==> src/rtl/xc20xx_cfg_pkg.sv <==
// Shared definitions for the XC20xx CLB configuration loader.
//   - Frame geometry (payload length, default sync pattern)
//   - Field widths/offsets inside the 26-bit payload (payload[25] is the
//     first bit received, i.e. the MSB of F_INIT)
//   - Field encodings as enums, the decoded-config struct and the FSM states
package xc20xx_cfg_pkg;

  localparam int          CFG_FRAME_BITS = 26;
  localparam logic [7:0]  CFG_SYNC_WORD  = 8'hF2;

  // Field widths, in transmission order.
  localparam int F_INIT_W  = 8;
  localparam int G_INIT_W  = 8;
  localparam int MUX_FG_W  = 1;
  localparam int S_IN_W    = 2;
  localparam int CLK_IN_W  = 2;
  localparam int CLK_POL_W = 2;
  localparam int MODE_W    = 1;
  localparam int R_IN_W    = 2;

  // Bit offsets (LSB position) inside the payload register.
  localparam int R_IN_OFS    = 0;
  localparam int MODE_OFS    = R_IN_OFS    + R_IN_W;
  localparam int CLK_POL_OFS = MODE_OFS    + MODE_W;
  localparam int CLK_IN_OFS  = CLK_POL_OFS + CLK_POL_W;
  localparam int S_IN_OFS    = CLK_IN_OFS  + CLK_IN_W;
  localparam int MUX_FG_OFS  = S_IN_OFS    + S_IN_W;
  localparam int G_INIT_OFS  = MUX_FG_OFS  + MUX_FG_W;
  localparam int F_INIT_OFS  = G_INIT_OFS  + G_INIT_W;

  typedef enum logic [1:0] {S_IN_A = 2'b00, S_IN_F = 2'b01, S_IN_NONE = 2'b10, S_IN_RSVD = 2'b11} s_in_e;
  typedef enum logic [1:0] {CLK_IN_K = 2'b00, CLK_IN_C = 2'b01, CLK_IN_G = 2'b10, CLK_IN_RSVD = 2'b11} clk_in_e;
  typedef enum logic [1:0] {CLK_POL_POSITIVE = 2'b00, CLK_POL_NEGATIVE = 2'b01, CLK_POL_NONE = 2'b10,
                            CLK_POL_RSVD = 2'b11} clk_pol_e;
  typedef enum logic      {MODE_DFF = 1'b0, MODE_DLATCH = 1'b1} mode_e;
  typedef enum logic [1:0] {R_IN_D = 2'b00, R_IN_F = 2'b01, R_IN_NONE = 2'b10, R_IN_RSVD = 2'b11} r_in_e;

  // Decoded configuration; all-zero is the A/K/POSITIVE/DFF/D default.
  typedef struct packed {
    logic [F_INIT_W-1:0] f_init;
    logic [G_INIT_W-1:0] g_init;
    logic                mux_fg;
    s_in_e               s_in;
    clk_in_e             clk_in;
    clk_pol_e            clk_pol;
    mode_e               mode;
    r_in_e               r_in;
  } clb_cfg_t;

  typedef enum logic [1:0] {ST_HUNT = 2'b00, ST_LOAD = 2'b01, ST_CHECK = 2'b10} cfg_state_e;

  // Code 11 is reserved in every 2-bit field.
  function automatic logic is_reserved(input logic [1:0] code);
    return code == 2'b11;
  endfunction

endpackage

==> src/rtl/xc20xx_cfg_check.sv <==
// Combinational frame checker / decoder.
//   payload : 26 received payload bits (payload[25] received first)
//   parity  : received parity bit (even parity over payload + parity)
//   accept  : 1 when parity is good and no 2-bit field holds a reserved code
//   cfg     : payload split into typed configuration fields
module xc20xx_cfg_check
  import xc20xx_cfg_pkg::*;
(
  input  logic [CFG_FRAME_BITS-1:0] payload,
  input  logic                      parity,
  output logic                      accept,
  output clb_cfg_t                  cfg
);

  logic parity_ok;
  logic any_rsvd;

  always_comb begin
    cfg         = '0;
    cfg.f_init  = payload[F_INIT_OFS +: F_INIT_W];
    cfg.g_init  = payload[G_INIT_OFS +: G_INIT_W];
    cfg.mux_fg  = payload[MUX_FG_OFS];
    cfg.s_in    = s_in_e'(payload[S_IN_OFS +: S_IN_W]);
    cfg.clk_in  = clk_in_e'(payload[CLK_IN_OFS +: CLK_IN_W]);
    cfg.clk_pol = clk_pol_e'(payload[CLK_POL_OFS +: CLK_POL_W]);
    cfg.mode    = mode_e'(payload[MODE_OFS]);
    cfg.r_in    = r_in_e'(payload[R_IN_OFS +: R_IN_W]);

    parity_ok = ~(^payload ^ parity);
    any_rsvd  = is_reserved(payload[S_IN_OFS +: S_IN_W])
              | is_reserved(payload[CLK_IN_OFS +: CLK_IN_W])
              | is_reserved(payload[CLK_POL_OFS +: CLK_POL_W])
              | is_reserved(payload[R_IN_OFS +: R_IN_W]);
    accept    = parity_ok & ~any_rsvd;
  end

endmodule

==> src/rtl/xc20xx_clb_cfg_loader.sv <==
// Serial configuration loader for one XC20xx-style CLB.
// Hunts for SYNC_WORD on the DIN/DVALID stream, shifts in a 26-bit payload
// and one parity bit, then spends one CHECK cycle deciding accept/reject.
//   K, R               : clock (rising edge), async active-high reset
//   DIN, DVALID        : serial data MSB first; a bit is taken only when DVALID=1
//   F_INIT..R_IN       : last accepted configuration (registered)
//   CFG_VALID          : a configuration has been accepted since reset
//   CFG_DONE / CFG_ERR : one-cycle accept / reject pulses, visible the cycle
//                        after CHECK (two edges after the parity bit edge)
//   BUSY               : frame in progress (LOAD or CHECK)
//   fsm_state          : current FSM state, for observation
// Handshake: DVALID is a qualifier only (no back-pressure); a bit is consumed
// on every rising edge where DVALID=1 in HUNT/LOAD, and dropped in CHECK.
module xc20xx_clb_cfg_loader
  import xc20xx_cfg_pkg::*;
#(
  parameter logic [7:0] SYNC_WORD  = CFG_SYNC_WORD,
  parameter int         FRAME_BITS = CFG_FRAME_BITS
) (
  input  logic       K,
  input  logic       R,
  input  logic       DIN,
  input  logic       DVALID,
  output logic [7:0] F_INIT,
  output logic [7:0] G_INIT,
  output logic       MUX_FG,
  output logic [1:0] S_IN,
  output logic [1:0] CLK_IN,
  output logic [1:0] CLK_POL,
  output logic       MODE,
  output logic [1:0] R_IN,
  output logic       CFG_VALID,
  output logic       CFG_DONE,
  output logic       CFG_ERR,
  output logic       BUSY,
  output cfg_state_e fsm_state
);

  localparam int CNT_W = $clog2(FRAME_BITS + 1);

  cfg_state_e            state_q, state_d;
  logic [CNT_W-1:0]      cnt_q, cnt_d;
  logic [7:0]            win_q, win_d;
  logic [FRAME_BITS-1:0] payload_q, payload_d;
  logic                  parity_q, parity_d;

  clb_cfg_t cfg_q;
  logic     valid_q, done_q, err_q;

  logic     chk_accept;
  clb_cfg_t chk_cfg;

  xc20xx_cfg_check u_check (
    .payload (payload_q),
    .parity  (parity_q),
    .accept  (chk_accept),
    .cfg     (chk_cfg)
  );

  // Next-state logic. The counter reaches FRAME_BITS once all payload bits
  // are in; the following accepted bit is the parity bit.
  always_comb begin
    state_d   = state_q;
    cnt_d     = cnt_q;
    win_d     = win_q;
    payload_d = payload_q;
    parity_d  = parity_q;
    unique case (state_q)
      ST_HUNT: begin
        if (DVALID) begin
          win_d = {win_q[6:0], DIN};
          if (win_d == SYNC_WORD) begin
            state_d = ST_LOAD;
            cnt_d   = '0;
          end
        end
      end
      ST_LOAD: begin
        // The sync window is frozen here, so payload bits can never
        // re-trigger synchronisation.
        if (DVALID) begin
          if (cnt_q == CNT_W'(FRAME_BITS)) begin
            parity_d = DIN;
            state_d  = ST_CHECK;
          end else begin
            payload_d = {payload_q[FRAME_BITS-2:0], DIN};
            cnt_d     = cnt_q + CNT_W'(1);
          end
        end
      end
      ST_CHECK: begin
        // DIN is ignored here; the next frame's sync starts from a clean window.
        state_d = ST_HUNT;
        win_d   = '0;
      end
      default: begin
        state_d = ST_HUNT;
        win_d   = '0;
      end
    endcase
  end

  always_ff @(posedge K or posedge R) begin
    if (R) begin
      state_q   <= ST_HUNT;
      cnt_q     <= '0;
      win_q     <= '0;
      payload_q <= '0;
      parity_q  <= 1'b0;
    end else begin
      state_q   <= state_d;
      cnt_q     <= cnt_d;
      win_q     <= win_d;
      payload_q <= payload_d;
      parity_q  <= parity_d;
    end
  end

  // Result registers: updated on the edge that ends CHECK.
  always_ff @(posedge K or posedge R) begin
    if (R) begin
      cfg_q   <= '0;
      valid_q <= 1'b0;
      done_q  <= 1'b0;
      err_q   <= 1'b0;
    end else begin
      done_q <= (state_q == ST_CHECK) &&  chk_accept;
      err_q  <= (state_q == ST_CHECK) && !chk_accept;
      if ((state_q == ST_CHECK) && chk_accept) begin
        cfg_q   <= chk_cfg;
        valid_q <= 1'b1;
      end
    end
  end

  assign F_INIT    = cfg_q.f_init;
  assign G_INIT    = cfg_q.g_init;
  assign MUX_FG    = cfg_q.mux_fg;
  assign S_IN      = cfg_q.s_in;
  assign CLK_IN    = cfg_q.clk_in;
  assign CLK_POL   = cfg_q.clk_pol;
  assign MODE      = cfg_q.mode;
  assign R_IN      = cfg_q.r_in;
  assign CFG_VALID = valid_q;
  assign CFG_DONE  = done_q;
  assign CFG_ERR   = err_q;
  assign BUSY      = (state_q != ST_HUNT);
  assign fsm_state = state_q;

endmodule
==> config.mk <==
export PLATFORM = sky130hd
export DESIGN_NAME = xc20xx_clb_cfg_loader
export DESIGN_NICKNAME = d
export VERILOG_FILES = /design/src/rtl/xc20xx_cfg_pkg.sv /design/src/rtl/xc20xx_cfg_check.sv /design/src/rtl/xc20xx_clb_cfg_loader.sv
export SDC_FILE = /design/constraint.sdc
export NUM_CORES = 1
export LEC_CHECK = 0
export BUFFER_PORTS_ARGS = -buffer_cell sky130_fd_sc_hd__buf_2
export CAP_MARGIN = 20
export CORE_MARGIN = 2
export CORE_UTILIZATION = 40
export DETAILED_ROUTE_END_ITERATION = 8
export GPL_TIMING_DRIVEN = 0
export MAX_ROUTING_LAYER = met4
export PLACE_DENSITY = 0.62
export SLEW_MARGIN = 40
export SYNTH_ARGS = -nofsm -noshare
export SYNTH_HDL_FRONTEND = slang
export SYNTH_SLANG_ARGS = --single-unit
==> constraint.sdc <==
create_clock -name K -period 4.1 [get_ports K]
set_input_delay 0.615 -clock K [delete_from_list [all_inputs] [get_ports K]]
set_output_delay 0.615 -clock K [all_outputs]
set_load 0.02 [all_outputs]
Yosys cells after proc, flatten, opt, wreduce, memory -nomap -nowiden
Index checks and enable logic that the tools add are counted.
{"block": "classes", "addsub": 1, "eq_ne": 13, "n_mux": 12, "bitwise_logic": 9, "n_reduce_logical": 12}
{"cell": "parity 26 bit", "n": 1}
{"cell": "2-to-1 mux 5 bit", "n": 4}
{"cell": "case mux 7 bit (2 select lines)", "n": 1}
{"cell": "equality test 2 bit (second input constant)", "n": 5}
{"cell": "!= test 2 bit (second input constant)", "n": 5}
{"cell": "case mux 5 bit (2 select lines)", "n": 1}
{"cell": "equality test 8 bit (second input constant)", "n": 1}
{"cell": "2-to-1 mux 2 bit", "n": 4}
{"cell": "2-to-1 mux 7 bit", "n": 1}
{"cell": "AND reduction 3 bit", "n": 2}
{"cell": "adder 5 x 1 -> 5 bit (second input constant)", "n": 1}
{"cell": "equality test 5 bit (second input constant)", "n": 1}
{"cell": "AND reduction 5 bit", "n": 1}
{"cell": "inverter 1 bit", "n": 4}
{"cell": "case mux 2 bit (2 select lines)", "n": 1}
{"cell": "AND reduction 4 bit", "n": 1}
{"cell": "nonzero test 2 bit", "n": 2}
{"cell": "bitwise OR 1 bit", "n": 3}
{"cell": "equality test 2 x 1 -> 1 bit (second input constant)", "n": 1}
{"cell": "logical AND 1 bit", "n": 2}
{"cell": "zero test 2 bit", "n": 1}
{"cell": "AND reduction 2 bit", "n": 1}
{"cell": "bitwise AND 1 bit", "n": 1}
{"cell": "zero test 1 bit", "n": 1}
{"cell": "XOR 1 bit", "n": 1}
{"block": "totals", "register_bits": 70, "inputBits": 4, "word_cells": 63}

Depth between registers and ports, before layout
{"block": "logic_depth", "depth_word": 8, "depth_mapped": 8, "mapped_depth_nobuf": 8}

Modules after synthesis
Synthesis repeated with hierarchy kept, for this count alone.
{"block": "hier_totals", "cells_unflattened": 247, "area_unflattened_um2": 3253.1}
{"module": "xc20xx_clb_cfg_loader", "instances": 1, "cells_per_inst": 194, "area_each_um2": 2790.2}
{"module": "xc20xx_cfg_check", "instances": 1, "cells_per_inst": 53, "area_each_um2": 462.9}

Least setup slack after synthesis
OpenSTA, ideal clock, no wires.
{"block": "synth_timing", "path_type": "register to register", "start": "register payload_q[0]", "end": "register cfg_q (netlist bit CLK_IN[0])", "arrival_ps": 2768, "required_time_ps": 3975, "slack_ps": 1207, "path_stages_with_launch": 9, "path_cell_list": "dfrtp_1 -> ha_1 -> xnor2_1 -> xnor2_1 -> xnor3_1 -> xnor3_1 -> nor4_4 -> buf_6 -> mux2_2"}
{"block": "synth_between", "elab_chain_len": 5, "elab_cells_between_ends": 8, "classes_between": "eq/ne (1); bitwise (5); reduce/logical (2)"}
{"element": "from (decl)", "line_no": "xc20xx_clb_cfg_loader.sv:44", "rtl": "logic [FRAME_BITS-1:0] payload_q, payload_d;"}
{"element": "from (signal assigned)", "line_no": "xc20xx_clb_cfg_loader.sv:114", "rtl": "payload_q <= payload_d;"}
{"element": "parity 26 bit / equality test 2 bit (equally long branches)", "line_no": "xc20xx_cfg_check.sv:29, xc20xx_cfg_pkg.sv:54"}
{"element": "XOR 1 bit / bitwise OR 1 bit (equally long branches)", "line_no": "xc20xx_cfg_check.sv:29, xc20xx_cfg_check.sv:33"}
{"element": "inverter 1 bit, on equally long branches", "line_no": "xc20xx_cfg_check.sv:29, xc20xx_cfg_check.sv:34"}
{"element": "bitwise AND 1 bit (*)", "line_no": "xc20xx_cfg_check.sv:34", "rtl": "accept = parity_ok & ~any_rsvd;"}
{"element": "logical AND 1 bit (*)", "line_no": "xc20xx_clb_cfg_loader.sv:129", "rtl": "if ((state_q == ST_CHECK) && chk_accept) begin"}
{"element": "to (signal assigned)", "line_no": "xc20xx_clb_cfg_loader.sv:130", "rtl": "cfg_q <= chk_cfg;"}
{"element": "to (decl)", "line_no": "xc20xx_clb_cfg_loader.sv:47", "rtl": "clb_cfg_t cfg_q;"}
Mark *: on every way between the ends. The rest lies on a longest branch, timed or not.
A chain may end at the register's enable or synchronous reset.

Worst setup path in the final report
{"block": "layout_timing", "start": "register payload_q[0]", "end": "register cfg_q (netlist bit G_INIT[1])"}
The elaborated chain is that of the path after synthesis.

==> results.sh <==
export IMPL_status="completed"
export IMPL_final_setup_tns_ps=0
export IMPL_worstPathArrival_ps=3510
export IMPL_tightest_slew_ps=799
export IMPL_finalHoldViolations=0
export IMPL_ys_flop_type="dfrtp_1"
export IMPL_cts_max_path_buffers=2
export IMPL_antenna_found_initial=0
export IMPL_port_buffers=35
export IMPL_grt_use_total_pct=14.0
export IMPL_dr_pass1_iters=4
export IMPL_finalCritPeriodShare_pct=80.3
export IMPL_p_sw_w=0.000416
export IMPL_die_y_um=90.6
export IMPL_max_freq_mhz=304
export IMPL_syn2layout_area_growth_pct=16.8
export IMPL_vias=1718
export IMPL_place_gp_congestion=0.761
export IMPL_dpl_hpwl_um=3600
export IMPL_yosysTopAreaCellShare_pct=58.4
export IMPL_swShare_pct=26.8
export IMPL_die_area_sq_mm=0.00821
export IMPL_r2r_end="G_INIT[1]$_DFFE_PP0P_"
export IMPL_cts_resized=0
export IMPL_synth_area_sq_mm=0.00300
export IMPL_cp_start_kind="flop"
export IMPL_cts_buffers=9
export IMPL_async_flop_share_pct=100
export IMPL_slew_violations=0
export IMPL_core_sq_mm=0.00725
export IMPL_cp_required_ps=4320
export IMPL_synth_area_per_cell_sq_um=14.2
export IMPL_nets=266
export IMPL_yosysMostFrequentCell="dfrtp_1"
export IMPL_insertion_delay_ps=330
export IMPL_drv_cap=0
export IMPL_die_w_um=90.6
export IMPL_routed_wl_um=5130
export IMPL_rows=31
export IMPL_powerDensity_mw_per_mm2=444
export IMPL_drcViolationCount=0
export IMPL_synth_area_leader_cell="dfrtp_1"
export IMPL_grt_pass1_vias=1643
export IMPL_drive_above_1_share_pct=42.0
export IMPL_min_period_ps=3290
export IMPL_synth_edf_count=0
export IMPL_power_w=0.00156
export IMPL_seqPwrFrac_pct=51.4
export IMPL_vias_per_cell=4.76
export IMPL_diodes=0
export IMPL_grt_max_degree=58
export IMPL_slowest_delay_ps=700
export IMPL_cts_hold_buf=0
export IMPL_endpoint_kind="flop"
export IMPL_worst_r2r_cell_count=8
export IMPL_cts_tree="built"
export IMPL_r2r_slack_ps=810
export IMPL_fin_skew_ps=5.68
export IMPL_finalSetupViolations=0
export IMPL_grt_pass1_wl_um=8700
export IMPL_synth_fp_nets=219
export IMPL_clk_pin_slew_ps=70
export IMPL_synth_yosys_warnings=0
export IMPL_final_antenna_net_count=0
export IMPL_io_pins=36
export IMPL_synthDistinctLibCells=27
export IMPL_drt_iter0_drc=48
export IMPL_rsz0062_at_grt="false"
export IMPL_cts_root_buf="clkbuf_8"
export IMPL_p_clk_share_pct=31.7
export IMPL_pwr_share_comb_pct=16.9
export IMPL_path_class="flop to flop"
export IMPL_grt_overflow=0
export IMPL_worst_path_buf_inv=1
export IMPL_p_leak_nw=1.84
export IMPL_post_drt_wl_per_cell_um=14.2
export IMPL_synth_common_cells="dfrtp_1, mux2_2, xnor2_1, nor2_1, mux2i_1"
export IMPL_critical_path_slowest_cell="nor4_4"
export IMPL_start_util_pct=41.4
export IMPL_relSlewSlack_pct=46.4
export IMPL_hp_class="input port to asynchronous set/reset pin"
export IMPL_ir_worst_vdd_uv=225
export IMPL_synth_seq_cells=70
export IMPL_fillCellCount=672
export IMPL_crit_fanout=10
export IMPL_seq_area_frac_synth_pct=58.4
export IMPL_crit_family="XOR/XNOR gates"
export IMPL_h_tree_depth=3
export IMPL_cts_sinks=70
export IMPL_postSynthCellCount=212
export IMPL_p_int_w=0.00114
export IMPL_cts_setup_buffers=0
export IMPL_critical_path_cell_chain="ha_1, xnor2_1, xnor2_1, xnor3_1, xnor3_1, nor4_4, buf_6, mux2_2"
export IMPL_r2r_start="payload_q[0]$_DFFE_PP0P_"
export IMPL_synth_area_top_cells="dfrtp_1, mux2_2, xnor2_1"
[worst max path at each step]
| stage | start | end | depth (start not counted) |
|---|---|---|---|
| 2_1_floorplan | payload_q[0]$_DFFE_PP0P_ | CLK_IN[0]$_DFFE_PP0P_ | 8 |
| 3_3_place_gp | R | MODE$_DFFE_PP0P_ | 2 |
| 5_1_grt | payload_q[0]$_DFFE_PP0P_ | R_IN[1]$_DFFE_PP0P_ | 8 |
| 6_report | payload_q[0]$_DFFE_PP0P_ | G_INIT[1]$_DFFE_PP0P_ | 8 |
| 4_1_cts | payload_q[0]$_DFFE_PP0P_ | G_INIT[1]$_DFFE_PP0P_ | 8 |
| 3_5_place_dp | payload_q[0]$_DFFE_PP0P_ | CLK_POL[0]$_DFFE_PP0P_ | 8 |
[state kept, by name, summed over array words and instances (netlist names)]
register   count
G_INIT         8
CLK_POL        2
R_IN           2
fsm_state      2
MUX_FG         1
CFG_VALID      1
F_INIT         8
cnt_q          5
win_q          7
payload_q     26
CFG_DONE       1
S_IN           2
parity_q       1
CFG_ERR        1
CLK_IN         2
MODE           1
[cells by family after synthesis]
logic type	Yosys count	share of synthesized area, %
AOI/OAI and AO/OA	6	1.25
xor gates and xnor gates	26	8.51
adders and majority gates	3	1.25
buffers and inverters	12	2.00
DFF	70	58.4
muxes	60	22.2
and+or+nand+nor	35	6.38
[layer usage]
layer  GRT usage [%]  share of wire, %  wire (um)  vias to the layer above
li1                -                 -          -                      827
met1            19.7                49       2540                      851
met2            18.8                44       2280                       33
met3            4.17               4.2        214                        7
met4            6.15               1.9         99                        0
met5               -                 0          0                        -
[power by group through the flow]
stage / sequential (W) / combinational, W / clock (W)
after global placement: 0.000808 / 0.000256 / 0
after CTS: 0.000800 / 0.000268 / 0.000514
after floorplan: 0.000800 / 0.000212 / 0
after detailed placement: 0.000813 / 0.000266 / 0
after global routing: 0.000808 / 0.000290 / 0.000541
final: 0.000800 / 0.000262 / 0.000493
[layout make-up]
type | count | area, sq um | area share [%]
Buffer | 7 | 41.3 | 1.18
Multi-Input combinational cell | 130 | 1190 | 33.9
Timing Repair Buffer | 36 | 203 | 5.78
Tap cell | 99 | 124 | 3.53
Inverter | 5 | 23.8 | 0.678
Clock buffer | 13 | 169 | 4.82
Sequential cell | 70 | 1750 | 50.0
Clock inverter | 1 | 5.00 | 0.143
[through the flow]
step                      setup WS, ps  util, %  area (sq um)  std cells  hold slack (ps)
final                              810     48.3          3510        361              190
after global routing               626     48.3          3510        361              185
after CTS                          765     48.3          3510        361              177
after detailed placement           798     45.9          3330        347              450
after global placement             840     45.5          3300        346              449
after floorplan                   1210        -          3000        212              487
[cell usage in the layout (no fill, tap or decap), types with 3 or more instances in the layout]
cell type | netlist | routed
dfrtp_1 | 70 | 70
mux2_2 | 53 | 53
buf_2 | 0 | 35
xnor2_1 | 20 | 20
nor2_1 | 12 | 12
clkbuf_8 | 0 | 12
mux2i_1 | 7 | 7
clkbuf_1 | 5 | 6
nand2_1 | 5 | 5
inv_1 | 5 | 4
xor2_1 | 4 | 4
a21oi_1 | 3 | 3
or2_2 | 3 | 3
nand4_1 | 3 | 3
ha_1 | 3 | 3
(Power assumes the default switching activity.)
